===== config.mk =====
export PLATFORM = sky130hd
export DESIGN_NAME = fp_mult_seq
export DESIGN_NICKNAME = d
export VERILOG_FILES = /design/src/rtl/fp_pkg.sv /design/src/rtl/fp_class_decode.sv /design/src/rtl/fp_mult_seq.sv
export SDC_FILE = /design/constraint.sdc
export NUM_CORES = 1
export LEC_CHECK = 0
export CORE_ASPECT_RATIO = 0.6
export CORE_MARGIN = 4
export CORE_UTILIZATION = 53
export DETAILED_ROUTE_END_ITERATION = 12
export HOLD_SLACK_MARGIN = 0.15
export PLACE_DENSITY = 0.74
export SLEW_MARGIN = 15
export SYNTH_ARGS = -nofsm -noshare
export SYNTH_HDL_FRONTEND = slang
export SYNTH_SLANG_ARGS = --single-unit

===== constraint.sdc =====
create_clock -name clk -period 2.46 [get_ports clk]
set_input_delay 0.492 -clock clk [delete_from_list [all_inputs] [get_ports clk]]
set_output_delay 0.492 -clock clk [all_outputs]
set_load 0.005 [all_outputs]

===== src/rtl/fp_pkg.sv =====
// Shared definitions for the sequential IEEE-754 multiplier: format constants,
// FSM state encoding and the operand class-flag bundle.
package fp_pkg;

  localparam int SP_WIDTH = 32;
  localparam int SP_EXP_W = 8;
  localparam int SP_MAN_W = 23;
  localparam int DP_WIDTH = 64;
  localparam int DP_EXP_W = 11;
  localparam int DP_MAN_W = 52;

  localparam logic [63:0] SP_QNAN = 64'h0000_0000_7FC0_0000;
  localparam logic [63:0] DP_QNAN = 64'h7FF8_0000_0000_0000;

  typedef enum logic [1:0] {
    IDLE,
    MULT,
    NORM,
    DONE
  } state_t;

  typedef struct packed {
    logic nan;
    logic inf;
    logic norm;
    logic zero;
    logic denorm;
  } fp_class_t;

  function automatic int fmt_width(input bit is_double);
    return is_double ? DP_WIDTH : SP_WIDTH;
  endfunction

  function automatic int fmt_exp_w(input bit is_double);
    return is_double ? DP_EXP_W : SP_EXP_W;
  endfunction

  function automatic int fmt_man_w(input bit is_double);
    return is_double ? DP_MAN_W : SP_MAN_W;
  endfunction

  function automatic int fmt_bias(input bit is_double);
    return (1 << (fmt_exp_w(is_double) - 1)) - 1;
  endfunction

  function automatic logic [63:0] fmt_qnan(input bit is_double);
    return is_double ? DP_QNAN : SP_QNAN;
  endfunction

endpackage


===== src/rtl/fp_class_decode.sv =====
// Combinational IEEE-754 operand classifier; takes exponent and fraction
// fields (sign excluded) and raises exactly one class flag.
module fp_class_decode
  import fp_pkg::*;
#(
  parameter int EXPONENT_W = 8,
  parameter int MANTISSA_W = 23
) (
  input  logic [EXPONENT_W+MANTISSA_W-1:0] op_i,
  output fp_class_t                        class_o
);

  logic exp_ones;
  logic exp_zero;
  logic frac_zero;

  // NOTE: every output of a combinational block gets a value on every path
  // (here a default first); otherwise synthesis infers a latch.
  always_comb begin
    class_o   = '0;
    exp_ones  = &op_i[EXPONENT_W+MANTISSA_W-1:MANTISSA_W];
    exp_zero  = ~|op_i[EXPONENT_W+MANTISSA_W-1:MANTISSA_W];
    frac_zero = ~|op_i[MANTISSA_W-1:0];

    class_o.nan    = exp_ones & ~frac_zero;
    class_o.inf    = exp_ones & frac_zero;
    class_o.zero   = exp_zero & frac_zero;
    class_o.denorm = exp_zero & ~frac_zero;
    class_o.norm   = ~exp_ones & ~exp_zero;
  end

endmodule


===== src/rtl/fp_mult_seq.sv =====
// Sequential IEEE-754 multiplier: special operands resolve in one cycle,
// normal operands go through a shift-add mantissa multiply, normalise, truncate.
module fp_mult_seq
  import fp_pkg::*;
#(
  parameter bit IS_DOUBLE  = 1'b0,
  parameter int WIDTH      = fmt_width(IS_DOUBLE),
  parameter int EXPONENT_W = fmt_exp_w(IS_DOUBLE),
  parameter int MANTISSA_W = fmt_man_w(IS_DOUBLE)
) (
  input  logic             clk,
  input  logic             rst,
  input  logic             valid_i,
  output logic             ready_o,
  input  logic [WIDTH-1:0] op1,
  input  logic [WIDTH-1:0] op2,
  output logic             valid_o,
  input  logic             ready_i,
  output logic [WIDTH-1:0] res
);

  localparam int SIG_W  = MANTISSA_W + 1;
  localparam int PROD_W = 2 * SIG_W;
  localparam int E_W    = EXPONENT_W + 2;
  localparam int CNT_W  = $clog2(SIG_W + 1);

  localparam logic [EXPONENT_W-1:0]  EXP_ONES = '1;
  localparam logic signed [E_W-1:0]  EXP_MAX  = signed'({2'b00, EXP_ONES});
  localparam logic signed [E_W-1:0]  BIAS     = E_W'(fmt_bias(IS_DOUBLE));
  localparam logic [WIDTH-1:0]       QNAN     = WIDTH'(fmt_qnan(IS_DOUBLE));
  localparam logic [CNT_W-1:0]       LAST_CNT = CNT_W'(SIG_W - 1);

  state_t                  state_q;
  logic                    ready_q;
  logic                    valid_q;
  logic [WIDTH-1:0]        res_q;
  logic                    sign_q;
  logic signed [E_W-1:0]   exp_q;
  logic [PROD_W-1:0]       mcand_q;
  logic [SIG_W-1:0]        mplier_q;
  logic [PROD_W-1:0]       prod_q;
  logic [CNT_W-1:0]        cnt_q;

  fp_class_t cls1;
  fp_class_t cls2;

  fp_class_decode #(
    .EXPONENT_W (EXPONENT_W),
    .MANTISSA_W (MANTISSA_W)
  ) u_dec_op1 (
    .op_i    (op1[WIDTH-2:0]),
    .class_o (cls1)
  );

  fp_class_decode #(
    .EXPONENT_W (EXPONENT_W),
    .MANTISSA_W (MANTISSA_W)
  ) u_dec_op2 (
    .op_i    (op2[WIDTH-2:0]),
    .class_o (cls2)
  );

  logic                   sign_d;
  logic                   special_d;
  logic [WIDTH-1:0]       special_res_d;
  logic signed [E_W-1:0]  exp_d;
  logic                   z1;
  logic                   z2;

  // Acceptance-time decisions; denormals count as zero.
  always_comb begin
    sign_d        = op1[WIDTH-1] ^ op2[WIDTH-1];
    z1            = cls1.zero | cls1.denorm;
    z2            = cls2.zero | cls2.denorm;
    special_d     = ~(cls1.norm & cls2.norm);
    special_res_d = '0;
    exp_d         = signed'({2'b00, op1[WIDTH-2 -: EXPONENT_W]})
                  + signed'({2'b00, op2[WIDTH-2 -: EXPONENT_W]}) - BIAS;

    if (cls1.nan || cls2.nan) begin
      special_res_d = QNAN;
    end else if ((cls1.inf && z2) || (cls2.inf && z1)) begin
      special_res_d = QNAN;
    end else if (cls1.inf || cls2.inf) begin
      special_res_d = {sign_d, EXP_ONES, {MANTISSA_W{1'b0}}};
    end else if (z1 || z2) begin
      special_res_d = {sign_d, {(WIDTH-1){1'b0}}};
    end
  end

  logic                   prod_msb;
  logic [MANTISSA_W-1:0]  frac_d;
  logic signed [E_W-1:0]  exp_adj_d;
  logic [WIDTH-1:0]       norm_res_d;

  // Normalise the finished product; discarded low bits truncate toward zero.
  always_comb begin
    prod_msb   = prod_q[PROD_W-1];
    frac_d     = prod_msb ? prod_q[PROD_W-2 -: MANTISSA_W]
                          : prod_q[PROD_W-3 -: MANTISSA_W];
    exp_adj_d  = exp_q + signed'({{(E_W-1){1'b0}}, prod_msb});
    norm_res_d = {sign_q, exp_adj_d[EXPONENT_W-1:0], frac_d};

    if (exp_adj_d >= EXP_MAX) begin
      norm_res_d = {sign_q, EXP_ONES, {MANTISSA_W{1'b0}}};
    end else if (exp_adj_d <= 0) begin
      norm_res_d = {sign_q, {(WIDTH-1){1'b0}}};
    end
  end

  // NOTE: state registers use non-blocking assignments so every register
  // samples pre-edge values and simulation matches the synthesised flops.
  always_ff @(posedge clk) begin
    if (rst) begin
      state_q  <= IDLE;
      ready_q  <= 1'b1;
      valid_q  <= 1'b0;
      res_q    <= '0;
      sign_q   <= 1'b0;
      exp_q    <= '0;
      mcand_q  <= '0;
      mplier_q <= '0;
      prod_q   <= '0;
      cnt_q    <= '0;
    end else begin
      case (state_q)
        IDLE: begin
          if (valid_i && ready_q) begin
            ready_q <= 1'b0;
            sign_q  <= sign_d;
            if (special_d) begin
              res_q   <= special_res_d;
              valid_q <= 1'b1;
              state_q <= DONE;
            end else begin
              mcand_q  <= PROD_W'({1'b1, op1[MANTISSA_W-1:0]});
              mplier_q <= {1'b1, op2[MANTISSA_W-1:0]};
              prod_q   <= '0;
              cnt_q    <= '0;
              exp_q    <= exp_d;
              state_q  <= MULT;
            end
          end
        end
        MULT: begin
          if (mplier_q[0]) begin
            prod_q <= prod_q + mcand_q;
          end
          mcand_q  <= mcand_q << 1;
          mplier_q <= mplier_q >> 1;
          cnt_q    <= cnt_q + 1'b1;
          if (cnt_q == LAST_CNT) begin
            state_q <= NORM;
          end
        end
        NORM: begin
          res_q   <= norm_res_d;
          valid_q <= 1'b1;
          state_q <= DONE;
        end
        DONE: begin
          // Hand-off returns to IDLE; acceptance waits one more cycle.
          if (ready_i) begin
            valid_q <= 1'b0;
            ready_q <= 1'b1;
            state_q <= IDLE;
          end
        end
        default: state_q <= IDLE;
      endcase
    end
  end

  assign ready_o = ready_q;
  assign valid_o = valid_q;
  assign res     = res_q;

endmodule

==> results of run 1 <==
## logic make-up after synthesis
family	Yosys count	synth area share [%]
adders and majority gates	71	8.459
AOI/OAI and AO/OA	376	24.69
xor gates and xnor gates	61	5.003
and+or+nand+nor	426	18.04
muxes	73	6.866
buffers and inverters	117	4.698
DFF	172	32.24
## metal layers
metal | vias to the layer above | global-route usage (%)
li1 | 5404 | -
met1 | 5482 | 45.66
met2 | 480 | 46.26
met3 | 51 | 6.224
met4 | 0 | 6.592
met5 | - | 0
## cell usage after synthesis (3+ instances only)
library cell    n  share of area [%]
nor2_1        165                5.8
a211oi_1       52                3.7
buf_2          22                1.0
o211ai_1        5               0.35
xor2_1         22                1.8
o21a_1         11               0.77
and3_1          8               0.47
a31oi_1        10               0.59
dfxtp_1       172                 32
a22o_1         22                1.8
a221oi_1        4               0.33
nand2_1       109                3.8
a21o_1         28                2.0
nand4_1        23                1.3
a21oi_1       121                5.7
xnor2_1        39                3.2
nand2b_1        7               0.41
or2_2           4               0.23
o31ai_1         5               0.35
nand3_1        51                2.4
nand3b_1        6               0.42
o31a_1          4               0.33
clkbuf_1       54                1.9
or3_1           3               0.18
nor4_1         15               0.88
nor2b_1         7               0.41
buf_1           9               0.32
a22oi_2        20                2.3
nor3_1         17               0.80
mux2i_1        71                6.7
buf_6           4               0.42
o21ai_0        17               0.80
o21bai_1       17                1.2
ha_1           69                8.1
o221ai_1        3               0.25
o21ai_1        13               0.61
inv_1          25               0.88
a22oi_1        19                1.3
## path summary, 6_finish.rpt
kind	startpoint	end	slack, ns	cells past startpoint
setup / recovery	prod_q[47]$_SDFFE_PP0P_	res[26]$_SDFFE_PP0P_	-0.29	13
hold / removal	rst	state_q[1]$_SDFFE_PP0P_	0.44	2
setup reg to reg	prod_q[47]$_SDFFE_PP0P_	res[26]$_SDFFE_PP0P_	-0.29	13
hold reg to reg	res[27]$_SDFFE_PP0P_	res[27]$_SDFFE_PP0P_	0.47	2
## report_power, final
part           leakage (uW)  switching [uW]  internal, uW
Sequential          0.00140             361          3190
Combinational       0.00471            3070          2430
Clock              0.000290            1310          1540
Total               0.00640            4740          7160
## per-stage QoR
step           hold WS [ns]  setup TNS (ns)  utilization, %  instances
2_1_floorplan        0.4356       -0.004914               -       1296
3_3_place_gp         0.4439          -23.54           71.61       1851
3_5_place_dp         0.4513          -33.11           71.61       1851
4_1_cts              0.4314          -5.609           78.23       1905
5_1_grt              0.4647          -15.35           80.32       1912
6_report             0.4432          -10.17           80.32       1912
## placed cells by master (no fill, tap or decap), drive strengths merged, types with 10 or more instances in the layout
master and count:
buf 306, dfxtp 172, nor2 169, a21oi 123
nand2 109, clkdlybuf4s50 93, mux2i 71, ha 69
a211oi 53, nand3 51, xnor2 39, a22oi 39
inv 33, o21ai 30, a21o 28, nand4 23
xor2 22, a22o 22, nor3 18, clkbuf 17
o21bai 17, nor4 15, o21a 11, a31oi 10
## flip-flops by register name, indices dropped and copies added, names as in the netlist
name	cells
cnt_q	5
exp_q	10
mcand_q	48
mplier_q	24
prod_q	48
ready_o	1
res	32
sign_q	1
state_q	2
valid_o	1
## repair_timing
item,in CTS,in global routing
setup endpoints to repair,58,76
resized for setup,108,68
gates cloned,3,0
pin swaps,72,48
buffers inserted,22,9
## layout make-up
cell class / instances / area, um^2
Clock inverter: 15 / 178.9
Timing Repair Buffer: 406 / 3448
Fill cell: 1287 / 3821
Tap cell: 266 / 332.8
Multi-Input combinational cell: 1010 / 7650
Inverter: 26 / 97.59
Clock buffer: 17 / 425.4
Sequential cell: 172 / 3467
## worst max-delay path, stage by stage, from the launching register on
cell and delay (ns):
dfxtp_2 0.35, ha_4 0.17, ha_4 0.18, nor3_2 0.12, a31oi_1 0.08, or4_4 0.54, a21oi_4 0.16, buf_6 0.12
o31ai_4 0.06, a211oi_4 0.32, buf_6 0.19, nor2_1 0.05, o21ai_1 0.17, a21oi_1 0.09
==> reports/qor.csv, run 1 <==
stage,metric,value,unit
sta,clk_skew,0.01239,ns
synthesis,Synth Cell Area,10680,um^2
floorplanning,Die Ht,118.0,um
worst_setup_path,type of element capturing the critical path,flop,
job,max-cap viol count,0,
clocking,clock root buffer,clkbuf_16,
clocking,Hold Buf Count CTS,0,
outcome,violated checks,setup timing,
route,met2 wire length,15880,um
sta,unrepaired setup endpoints after global routing,true,
route,Post-DRT Antenna Nets,0,
worst_setup_path,Crit Path Class,flop to flop,
grt,largest net degree at the start of global routing,77,
floorplanning,IO Pins,102,
outcome,outcome,"finished, violations left",
worst_setup_path,Required @ worst endpoint,2.75,ns
synthesis,Synthesized Nets,1435,
clocking,clock buffer depth,2,
sta,period utilisation layout,111.6,%
power_and_ir_drop,PwrDens,763.1,nW/um^2
grt,number of global-route vias before repair,10920,
final_layout,# diodes,0,
worst_setup_path,"Data arrival, critical path",3.03,ns
final_layout,final net count,1772,
synthesis,sequential fraction of the synthesis area,32.24,%
synthesis,Synth Warn #,0,
synthesis,"Async S/R FF share, synth",0,%
sta,Final Setup Violations,53,
placement,hpwl dp,24900,um
route,1st-iter DRT viols,1212,
synthesis,count of cell types in the netlist,70,
route,Vias,11420,
sta,Least-Margin Pin Slew,0.8711,ns
sta,max-slew violations,0,
clocking,clk slew on worst S/H paths,0.08,ns
placement,Place WS,-0.5547,ns
grt,first-pass GRT wire length,57210,um
power_and_ir_drop,leakage,0.006403,uW
floorplanning,row count,39,
grt,gr usage total,30.83,%
sta,Setup WS post-layout,-0.2852,ns
route,Max Used Layer,met4,
route,DRC viols,0,
clocking,CTS tree,built,
floorplanning,DIE AREA,22560,um^2
route,DRT Wirelength,36400,um
synthesis,synthesized instance count,1296,
clocking,clock latency on the worst-skew pair,0.44,ns
route,Via density,5.971,
route,met3 WL,2738,um
synthesis,synthesized flop and latch total,172,
floorplanning,Core Region,19420,um^2
clocking,total CTS buffers,17,
clocking,Clock Sinks,172,
hold_path,worst hold path type,input port to flop,
clocking,H-tree depth,4,
worst_setup_path,crit-path max FO,5,
sta,post-route minimum period,2.745,ns
power_and_ir_drop,VDD IR-drop max,0.0005937,V
placement,DP Area,13910,um^2
sta,relative slew slack,41.93,%
sta,Highest Clock Rate,0.3643,GHz
route,WL met1,17250,um
final_layout,share of layout cells above drive strength 1,30.68,%
route,DRT Pass-1 Iters,5,
sta,final hold vios,0,
synthesis,"Avg Cell Area, Syn",8.240,um^2
floorplanning,Initial Util,54.99,%
placement,GPL Wtd Cong,0.9404,
floorplanning,Die Wd,191.3,um
worst_setup_path,crit path launch type,flop,
placement,port bufs,101,
route,WL/cell,19.04,um
synthesis,prevailing post-synth register cell,dfxtp_1,
synthesis,number of flops mapped to enable cells by yosys,0,
grt,initial antenna violation count,0,
power_and_ir_drop,total power,11900,uW
grt,Overflow after GRT,0,
final_layout,Area Overhead vs Synth,46.08,%
final_layout,Finished Cell Area,15600,um^2
(Power assumes the default switching activity.)
==> run 2: changes to the inputs <==
--- a/config.mk
+++ b/config.mk
@@ -8,6 +8,7 @@
 export CORE_ASPECT_RATIO = 0.6
 export CORE_MARGIN = 4
 export CORE_UTILIZATION = 53
+export CTS_CLUSTER_SIZE = 28
 export DETAILED_ROUTE_END_ITERATION = 12
 export HOLD_SLACK_MARGIN = 0.15
 export PLACE_DENSITY = 0.74
==> results of run 2 <==
Final layout, timing and power as in run 1 (identical DEF).
